### src/rtl/fsm_seq_pkg.sv
// Shared encodings and the golden next-state/output function for the
// 5-state serial Mealy recognizer and its driver controller.
package fsm_seq_pkg;

  typedef enum logic [2:0] {
    GS_A = 3'b000,
    GS_B = 3'b001,
    GS_D = 3'b010,
    GS_F = 3'b011,
    GS_G = 3'b100
  } gst_e;

  typedef enum logic [2:0] {
    C_IDLE  = 3'd0,
    C_RST   = 3'd1,
    C_DRIVE = 3'd2,
    C_DRAIN = 3'd3,
    C_DONE  = 3'd4
  } cst_e;

  typedef struct packed {
    logic [2:0] ns;
    logic       y;
  } gstep_t;

  // One step of the recognizer: next state and y for input x.
  // Unused encodings fall back to A with y=0.
  function automatic gstep_t golden_step(input logic [2:0] s, input logic x);
    gstep_t r;
    r.ns = GS_A;
    r.y  = 1'b0;
    case (s)
      GS_A: begin r.ns = x ? GS_B : GS_F; r.y = 1'b0; end
      GS_B: begin r.ns = x ? GS_A : GS_D; r.y = 1'b0; end
      GS_D: begin r.ns = x ? GS_A : GS_G; r.y = ~x;   end
      GS_F: begin r.ns = x ? GS_B : GS_F; r.y = 1'b1; end
      GS_G: begin r.ns = x ? GS_D : GS_G; r.y = x;    end
      default: begin r.ns = GS_A; r.y = 1'b0; end
    endcase
    return r;
  endfunction

endpackage

### src/rtl/fsm_seq_driver_golden_model.sv
// Golden copy of the recognizer; y is registered together with the state.
module fsm_golden_model
  import fsm_seq_pkg::*;
(
  input  logic       clock,
  input  logic       reset,
  input  logic       clr_i,
  input  logic       en_i,
  input  logic       x_i,
  output logic [2:0] state_o,
  output logic       y_o
);

  logic [2:0] state_q;
  logic       y_q;
  gstep_t     step;

  assign step = golden_step(state_q, x_i);

  // State/y register: sync clear wins over enable.
  always_ff @(posedge clock or negedge reset) begin
    if (!reset) begin
      state_q <= GS_A;
      y_q     <= 1'b0;
    end else if (clr_i) begin
      state_q <= GS_A;
      y_q     <= 1'b0;
    end else if (en_i) begin
      state_q <= step.ns;
      y_q     <= step.y;
    end
  end

  assign state_o = state_q;
  assign y_o     = y_q;

endmodule

### src/rtl/fsm_seq_driver.sv
// Front-end for the serial recognizer: resets it, shifts a pattern in
// MSB-first, captures the returned y stream and compares it against a
// golden copy of the machine.
module fsm_seq_driver
  import fsm_seq_pkg::*;
#(
  parameter int WIDTH = 8,
  parameter int CNT_W = $clog2(WIDTH + 1)
) (
  input  logic             clock,
  input  logic             reset,
  input  logic             start,
  input  logic [WIDTH-1:0] pattern,
  output logic             busy,
  output logic             done,
  output logic             x_out,
  output logic             dut_reset_n,
  input  logic             y_in,
  output logic [WIDTH-1:0] y_word,
  output logic [CNT_W-1:0] mismatch_cnt,
  output logic             pass,
  output logic [2:0]       model_state
);

  cst_e             state_q, state_d;
  logic [WIDTH-1:0] sh_q;
  logic             x_q;
  logic             drst_q;
  logic [CNT_W-1:0] idx_q;
  logic             smp_q;    // a y sample is due on this edge
  logic [WIDTH-1:0] yw_q;
  logic [CNT_W-1:0] cnt_q, cnt_d;
  logic             pass_q;
  logic             acc;
  logic             gy;
  logic [2:0]       gstate;

  assign acc = (state_q == C_IDLE) && start;

  // Controller next state.
  always_comb begin
    state_d = state_q;
    case (state_q)
      C_IDLE:  if (start) state_d = C_RST;
      C_RST:   state_d = C_DRIVE;
      C_DRIVE: if (idx_q == CNT_W'(WIDTH - 1)) state_d = C_DRAIN;
      C_DRAIN: state_d = C_DONE;
      C_DONE:  state_d = C_IDLE;
      default: state_d = C_IDLE;
    endcase
  end

  // Controller state register.
  always_ff @(posedge clock or negedge reset) begin
    if (!reset) state_q <= C_IDLE;
    else        state_q <= state_d;
  end

  // Running mismatch count including the sample taken on this edge.
  always_comb begin
    cnt_d = cnt_q;
    if (smp_q && (y_in != gy)) cnt_d = cnt_q + CNT_W'(1);
  end

  // Serializer, recognizer reset, capture and compare.
  always_ff @(posedge clock or negedge reset) begin
    if (!reset) begin
      sh_q   <= '0;
      x_q    <= 1'b0;
      drst_q <= 1'b0;
      idx_q  <= '0;
      smp_q  <= 1'b0;
      yw_q   <= '0;
      cnt_q  <= '0;
      pass_q <= 1'b0;
    end else begin
      drst_q <= ~acc;
      smp_q  <= (state_q == C_DRIVE);
      x_q    <= 1'b0;
      if (acc) begin
        sh_q   <= pattern;
        idx_q  <= '0;
        yw_q   <= '0;
        cnt_q  <= '0;
        pass_q <= 1'b0;
      end
      if (state_q == C_RST || state_q == C_DRIVE) begin
        // zeros shift in behind the pattern, so the post-last bit is 0
        x_q  <= sh_q[WIDTH-1];
        sh_q <= sh_q << 1;
      end
      if (state_q == C_RST)   idx_q <= '0;
      if (state_q == C_DRIVE) idx_q <= idx_q + CNT_W'(1);
      if (smp_q) begin
        yw_q  <= {yw_q[WIDTH-2:0], y_in};
        cnt_q <= cnt_d;
      end
      if (state_q == C_DRAIN) pass_q <= (cnt_d == '0);
    end
  end

  fsm_golden_model u_gold (
    .clock   (clock),
    .reset   (reset),
    .clr_i   (acc),
    .en_i    (state_q == C_DRIVE),
    .x_i     (x_q),
    .state_o (gstate),
    .y_o     (gy)
  );

  assign busy         = (state_q != C_IDLE);
  assign done         = (state_q == C_DONE);
  assign x_out        = x_q;
  assign dut_reset_n  = drst_q;
  assign y_word       = yw_q;
  assign mismatch_cnt = cnt_q;
  assign pass         = pass_q;
  assign model_state  = gstate;

endmodule
### config.mk
export PLATFORM = sky130hd
export DESIGN_NAME = fsm_seq_driver
export DESIGN_NICKNAME = d
export VERILOG_FILES = /design/src/rtl/fsm_seq_pkg.sv /design/src/rtl/fsm_seq_driver_golden_model.sv /design/src/rtl/fsm_seq_driver.sv
export SDC_FILE = /design/constraint.sdc
export NUM_CORES = 1
export LEC_CHECK = 0
export CAP_MARGIN = 20
export CORE_MARGIN = 2
export CORE_UTILIZATION = 51
export DETAILED_ROUTE_END_ITERATION = 16
export HOLD_SLACK_MARGIN = 0.06
export PLACE_DENSITY_LB_ADDON = 0.3
export SLEW_MARGIN = 20
export SYNTH_ARGS = -nofsm -noshare
export SYNTH_HDL_FRONTEND = slang
export SYNTH_SLANG_ARGS = --single-unit
### constraint.sdc
create_clock -name clock -period 2.5 [get_ports clock]
set_clock_uncertainty 0.2 [all_clocks]
set_input_delay 0.25 -clock clock [delete_from_list [all_inputs] [get_ports clock]]
set_output_delay 0.25 -clock clock [all_outputs]
set_load 0.02 [all_outputs]
==> results of run 1 <==
==> cells in the final DEF, fill, tap and decap left out, types with 2 or more instances in the layout <==
master and instances:
a21boi_0 2, a21oi_1 4, and2_1 2, buf_4 4, clkbuf_1 2, clkbuf_4 5, clkdlybuf4s50_1 31, dfrtp_1 34
ha_1 2, inv_1 5, mux2i_1 9, nand2_1 30, nand3_1 6, nor2_1 8, nor3_1 2, nor3b_1 3
o21ai_0 28, o21ai_1 4, o41ai_1 3, xnor2_1 6
==> stage by stage <==
stage | hold WS, ns | cell area (sq um) | setup WS, ns
finish | 0.108 | 2080 | 0.197
global route | 0.151 | 2080 | 0.0872
CTS | 0.121 | 2080 | 0.0918
detailed placement | 0.282 | 2030 | 0.345
global placement | 0.264 | 2030 | 0.389
floorplan | -0.246 | 1700 | 0.718
==> worst min path at each step <==
stage                 start                 to  slack (ns)  depth (start not counted)
floorplan             reset        dut_reset_n       -0.25                          0
global placement    sh_q[0]            sh_q[1]        0.26                          2
detailed placement  sh_q[4]            sh_q[5]        0.28                          2
CTS                   reset  u_gold.state_o[0]        0.12                          2
global route          reset    mismatch_cnt[0]        0.15                          2
finish                reset  u_gold.state_o[0]        0.11                          2
==> layout make-up <==
type / instances / area, sq um / area share
Sequential cell: 35 / 877 / 0.422
Multi-Input combinational cell: 124 / 736 / 0.354
Tap cell: 44 / 55.1 / 0.0265
Clock buffer: 7 / 45.0 / 0.0217
Timing Repair Buffer: 35 / 340 / 0.164
Clock inverter: 1 / 5.00 / 0.00241
Inverter: 5 / 18.8 / 0.00904
==> flip-flops by register name, summed over array words and instances, names as in the netlist <==
register / count
y_word: 8
u_gold.y_o: 1
sh_q: 8
pass: 1
smp_q: 1
state_q: 3
u_gold.state_o: 3
dut_reset_n: 1
x_out: 1
mismatch_cnt: 4
idx_q: 4
==> per-layer routing <==
layer | part of all wire | vias to the layer above
met2 | 0.48 | 33
met3 | 0.046 | 4
li1 | - | 672
met5 | 0 | -
met4 | 0.013 | 0
met1 | 0.46 | 617
==> worst register-to-register path, delay by kind of cell (launching register included) <==
kind / cells / cell delay, ns
DFF: 1 / 0.55
AOI/OAI and AO/OA: 2 / 0.23
and+or+nand+nor: 2 / 0.94
==> kinds of logic after synthesis <==
| group | synth area share |
|---|---|
| simple gates | 0.179 |
| xor+xnor | 0.0309 |
| compound gates | 0.155 |
| flops | 0.515 |
| mux | 0.0530 |
| fa+ha+maj | 0.0147 |
| buf+inv | 0.0522 |
==> where the power goes <==
part,leakage (nW),internal (mW),switching (mW)
clock network,0.0293,0.110,0.176
registers,0.458,0.775,0.253
logic,0.424,0.536,0.581
==> impl_metrics.csv, run 1 <==
group,metric,value,unit
run_status,outcome,"finished, final reports clean",
grt,grt_overflow,0,
critical_path,critPathMaxStageDelay,0.54,ns
grt,grtUsageMet3,0.0621,
critical_path,rrSetupSlack,0.47,ns
drt,vias,1326,
grt,use_met2,0.316,
synthesis,syn_inst,176,
pwr,power,2.43,mW
cells_and_area,stdcell_count,251,
sta,grt_setup_unrepaired,"no",
critical_path,startpoint_type,"flip-flop",
critical_path,crit_cells,3,
grt,grt_first_pass_wirelength,5290,um
grt,use_met1,0.239,
critical_path,crit_path_end_kind,"output port",
synthesis,synth_most_common_cell,"dfrtp_1",
cts,clk_latency,0.33,ns
floorplan,dieArea,3810,sq um
sta,setup_tns,0,ns
critical_path,path_buf_inv,2,
synthesis,yosysTopAreaCell,"dfrtp_1",
sta,slew_headroom,0.626,
cells_and_area,fin_util,0.669,
cts,clock_path_buffers,2,
synthesis,yosys_warnings,0,
cells_and_area,fillCellCount,282,
floorplan,rows,20,
synthesis,async_flop_share,1.00,
synthesis,ys_ff_latch,35,
critical_path,crit_path_top_delay_cell,"clkdlybuf4s50_1",
pwr,p_leak,0.911,nW
grt,grt.busiest_layer,"met2",
critical_path,worstSetupStartpoint,"state_q[0]",
cts,cts.htree.levels,2,
drt,viasPerCell,5.28,
synthesis,synth.distinct_cells,34,
floorplan,die_height,61.7,um
cts,root_buffer,"clkbuf_4",
synthesis,yosys-top-cells-count,"35 x dfrtp_1, 30 x nand2_1, 28 x o21ai_0",
cts,cts_buffers,5,
synthesis,synth-edff-count,0,
synthesis,syn_area,1700,sq um
synthesis,yosys.area.top_type_share,0.515,
floorplan,die_w,61.7,um
critical_path,arrival,1.85,ns
place,hpwl,2280,um
sta,fin_crit_sh,0.921,
run,drv_cap,0,
floorplan,initial_core_util,0.548,
cts,cts_setup_buffers,0,
synthesis,ys.flop_type,"dfrtp_1",
synthesis,synth_fp_nets,190,
drt,drt_drc_violations_left,0,
sta,setup_viol,0,
floorplan,core-area,3100,sq um
drt,wl_per_cell,12.8,um
cts,cts_resized,0,
sta,max_freq,0.434,GHz
sta,tightest_slew,0.558,ns
cells_and_area,drive_gt1_frac,0.0628,
place,dpl.cell_count,243,
critical_path,cp_top_family,"buffers and inverters",
drt,routed_wl,3220,um
drt,ant_nets,0,
sta,period_minus_slack,2.30,ns
place,port_buffers,31,
hold_path,hold_path.class,"input port to asynchronous set/reset pin",
cts,cts.clk_slew.worst_paths,0.10,ns
critical_path,crit_fanout,10,
critical_path,critical_path.endpoint,"busy",
critical_path,rr_startpoint,"state_q[1]",
pwr,power.density,1170,nW/um^2
cts,ctsHoldBuffers,0,
place,finalWeightedCongestion,0.777,
floorplan,ios,32,
cts,cts.sinks,35,
synthesis,avgSynthCellArea,9.66,sq um
pwr,vdd_drop_max,0.000546,V
sta,hold_viol_final,0,
critical_path,r2r_cells,4,
critical_path,cp_cell_sequence,"buf_4 -> or3_1 -> clkdlybuf4s50_1",
drt,dr.pass1.iters,4,
cells_and_area,n_antenna_cell,0,
cells_and_area,layout.nets,220,
drt,drt_first_iter_violations,43,
synthesis,yosys-top-cells-area,"dfrtp_1 52%, o21ai_0 8.2%, nand2_1 6.6%",
grt,grt_max_degree,36,
grt,antenna_found_initial,0,
critical_path,required,2.05,ns
cells_and_area,syn2layout_area_growth,22.1,%
sta,slew_violations,0,
critical_path,critPathKind,"flip-flop to output port",
synthesis,ys_seq_area_frac,0.515,
grt,grt.total_usage,0.193,
critical_path,worstReg2RegEnd,"u_gold.state_o[0]",
grt,grt_pass1_vias,1173,
cts,tritoncts,"done",
Note: power is estimated with default switching activity, not from simulation.
==> run 2, diff against run 1 <==
- CORE_MARGIN: 2 -> not set
==> run 2 against run 1 <==
  * Flip-flop and latch count did not move
  * Critical path depth did not move
  * Register-to-register slack worse by 0.02 ns
  * Global-route usage is 0.82 points higher
  * Sequential share of layout area is 0.14 points higher
  * Setup slack better by 0.014 ns
  * Largest cell class unchanged
==> impl_metrics.csv, run 2 (synthesis results as in run 1) <==
group,metric,value,unit
run_status,outcome,"finished, final reports clean",
run,drv_cap,0,
cts,root_buffer,"clkbuf_4",
drt,routed_wl,3040,um
cts,cts_setup_buffers,0,
critical_path,critPathMaxStageDelay,0.63,ns
grt,grt_first_pass_wirelength,5260,um
cts,cts.htree.levels,2,
cells_and_area,drive_gt1_frac,0.0539,
drt,ant_nets,0,
sta,hold_viol_final,0,
sta,fin_crit_sh,0.916,
grt,antenna_found_initial,0,
cts,ctsHoldBuffers,0,
critical_path,cp_top_family,"buffers and inverters",
critical_path,worstSetupStartpoint,"state_q[2]",
floorplan,core-area,3100,sq um
cells_and_area,final_cell_mix,"35 x dfrtp_1, 31 x clkdlybuf4s50_1, 30 x nand2_1, 28 x o21ai_0, 9 x mux2i_1",
grt,grt_pass1_vias,1186,
sta,grt_setup_unrepaired,"no",
floorplan,dieArea,3570,sq um
grt,grt_overflow,0,
cells_and_area,final_common_cell,"dfrtp_1",
cts,clock_path_buffers,2,
drt,drt_first_iter_violations,53,
pwr,vdd_drop_max,0.000543,V
critical_path,path_buf_inv,2,
drt,viasPerCell,5.17,
place,port_buffers,31,
cells_and_area,multiInputGateArea,736,sq um
place,finalWeightedCongestion,0.767,
critical_path,crit_path_end_kind,"output port",
place,hpwl,2180,um
cts,tritoncts,"done",
cells_and_area,stdcell_count,248,
pwr,p_leak,0.908,nW
hold_path,hold_path.class,"input port to asynchronous set/reset pin",
cts,cts.sinks,35,
critical_path,rrSetupSlack,0.45,ns
cells_and_area,layout.nets,218,
sta,period_minus_slack,2.29,ns
critical_path,crit_fanout,14,
drt,wl_per_cell,12.3,um
critical_path,required,2.05,ns
cells_and_area,regArea,876,sq um
sta,setup_viol,0,
sta,slew_violations,0,
critical_path,critical_path.endpoint,"done",
critical_path,crit_cells,3,
critical_path,critPathKind,"flip-flop to output port",
cells_and_area,fillCellCount,278,
floorplan,ios,32,
cts,cts_resized,0,
drt,vias,1283,
cts,cts.clk_slew.worst_paths,0.10,ns
floorplan,initial_core_util,0.548,
critical_path,startpoint_type,"flip-flop",
grt,grt_max_degree,36,
grt,grt.total_usage,0.202,
critical_path,arrival,1.84,ns
floorplan,rows,20,
cts,clk_latency,0.33,ns
sta,setup_tns,0,ns
pwr,power.density,1170,nW/um^2
place,dpl.cell_count,241,
critical_path,worstReg2RegEnd,"u_gold.state_o[0]",
floorplan,die_height,59.7,um
sta,max_freq,0.437,GHz
critical_path,rr_startpoint,"state_q[1]",
floorplan,die_w,59.7,um
drt,dr.pass1.iters,4,
critical_path,r2r_cells,4,
drt,drt_drc_violations_left,0,
cells_and_area,syn2layout_area_growth,21.6,%
critical_path,crit_path_top_delay_cell,"clkdlybuf4s50_1",
sta,slew_headroom,0.628,
critical_path,cp_cell_sequence,"inv_1 -> nor3_1 -> clkdlybuf4s50_1",
sta,tightest_slew,0.554,ns
cts,cts_buffers,5,
cells_and_area,n_antenna_cell,0,
-- run 2: power breakdown --
group	switching, mW	internal (mW)
Sequential	0.262	0.774
Clock	0.174	0.130
Combinational	0.554	0.521
Total	0.990	1.43
-- run 2: worst min path at each step --
| stage | from | end | slack (ns) | depth (start not counted) |
|---|---|---|---|---|
| after floorplan | reset | dut_reset_n | -0.25 | 0 |
| after global placement | sh_q[0] | sh_q[1] | 0.26 | 2 |
| after detailed placement | sh_q[1] | sh_q[2] | 0.27 | 2 |
| after CTS | reset | smp_q | 0.12 | 2 |
| after global routing | reset | idx_q[1] | 0.15 | 2 |
| final | reset | u_gold.state_o[1] | 0.10 | 2 |
-- run 2: worst register-to-register path: stages, from the launching register on --
cell and delay (ns):
dfrtp_1 0.56, or4b_4 0.76, and2_4 0.24, o21ai_1 0.12
o41ai_1 0.08
-- run 2: per-layer routing --
| metal | GRT usage | vias to the layer above | wire [um] |
|---|---|---|---|
| met2 | 0.317 | 24 | 1470 |
| met3 | 0.0649 | 6 | 118 |
| met5 | 0 | - | 0 |
| met4 | 0.0698 | 0 | 41 |
| li1 | - | 663 | - |
| met1 | 0.261 | 590 | 1410 |
-- run 2: cell type report --
class                   count  area share
clock buffers               6      0.0248
inverters                   5     0.00908
multi-input cells         124       0.356
clock inverters             1     0.00242
repair buffers             33       0.157
flip-flops and latches     35       0.424
well taps                  44      0.0266
-- run 2: through the flow --
| stage | setup WS, ns | power (mW) | hold WS [ns] | utilization | area [sq um] |
|---|---|---|---|---|---|
| 2_1_floorplan | 0.718 | 1.77 | -0.246 | - | 1700 |
| 3_3_place_gp | 0.333 | 2.07 | 0.260 | 0.648 | 2010 |
| 3_5_place_dp | 0.300 | 2.13 | 0.274 | 0.648 | 2010 |
| 4_1_cts | 0.196 | 2.44 | 0.120 | 0.666 | 2070 |
| 5_1_grt | 0.0849 | 2.62 | 0.154 | 0.666 | 2070 |
| 6_report | 0.211 | 2.42 | 0.104 | 0.666 | 2070 |
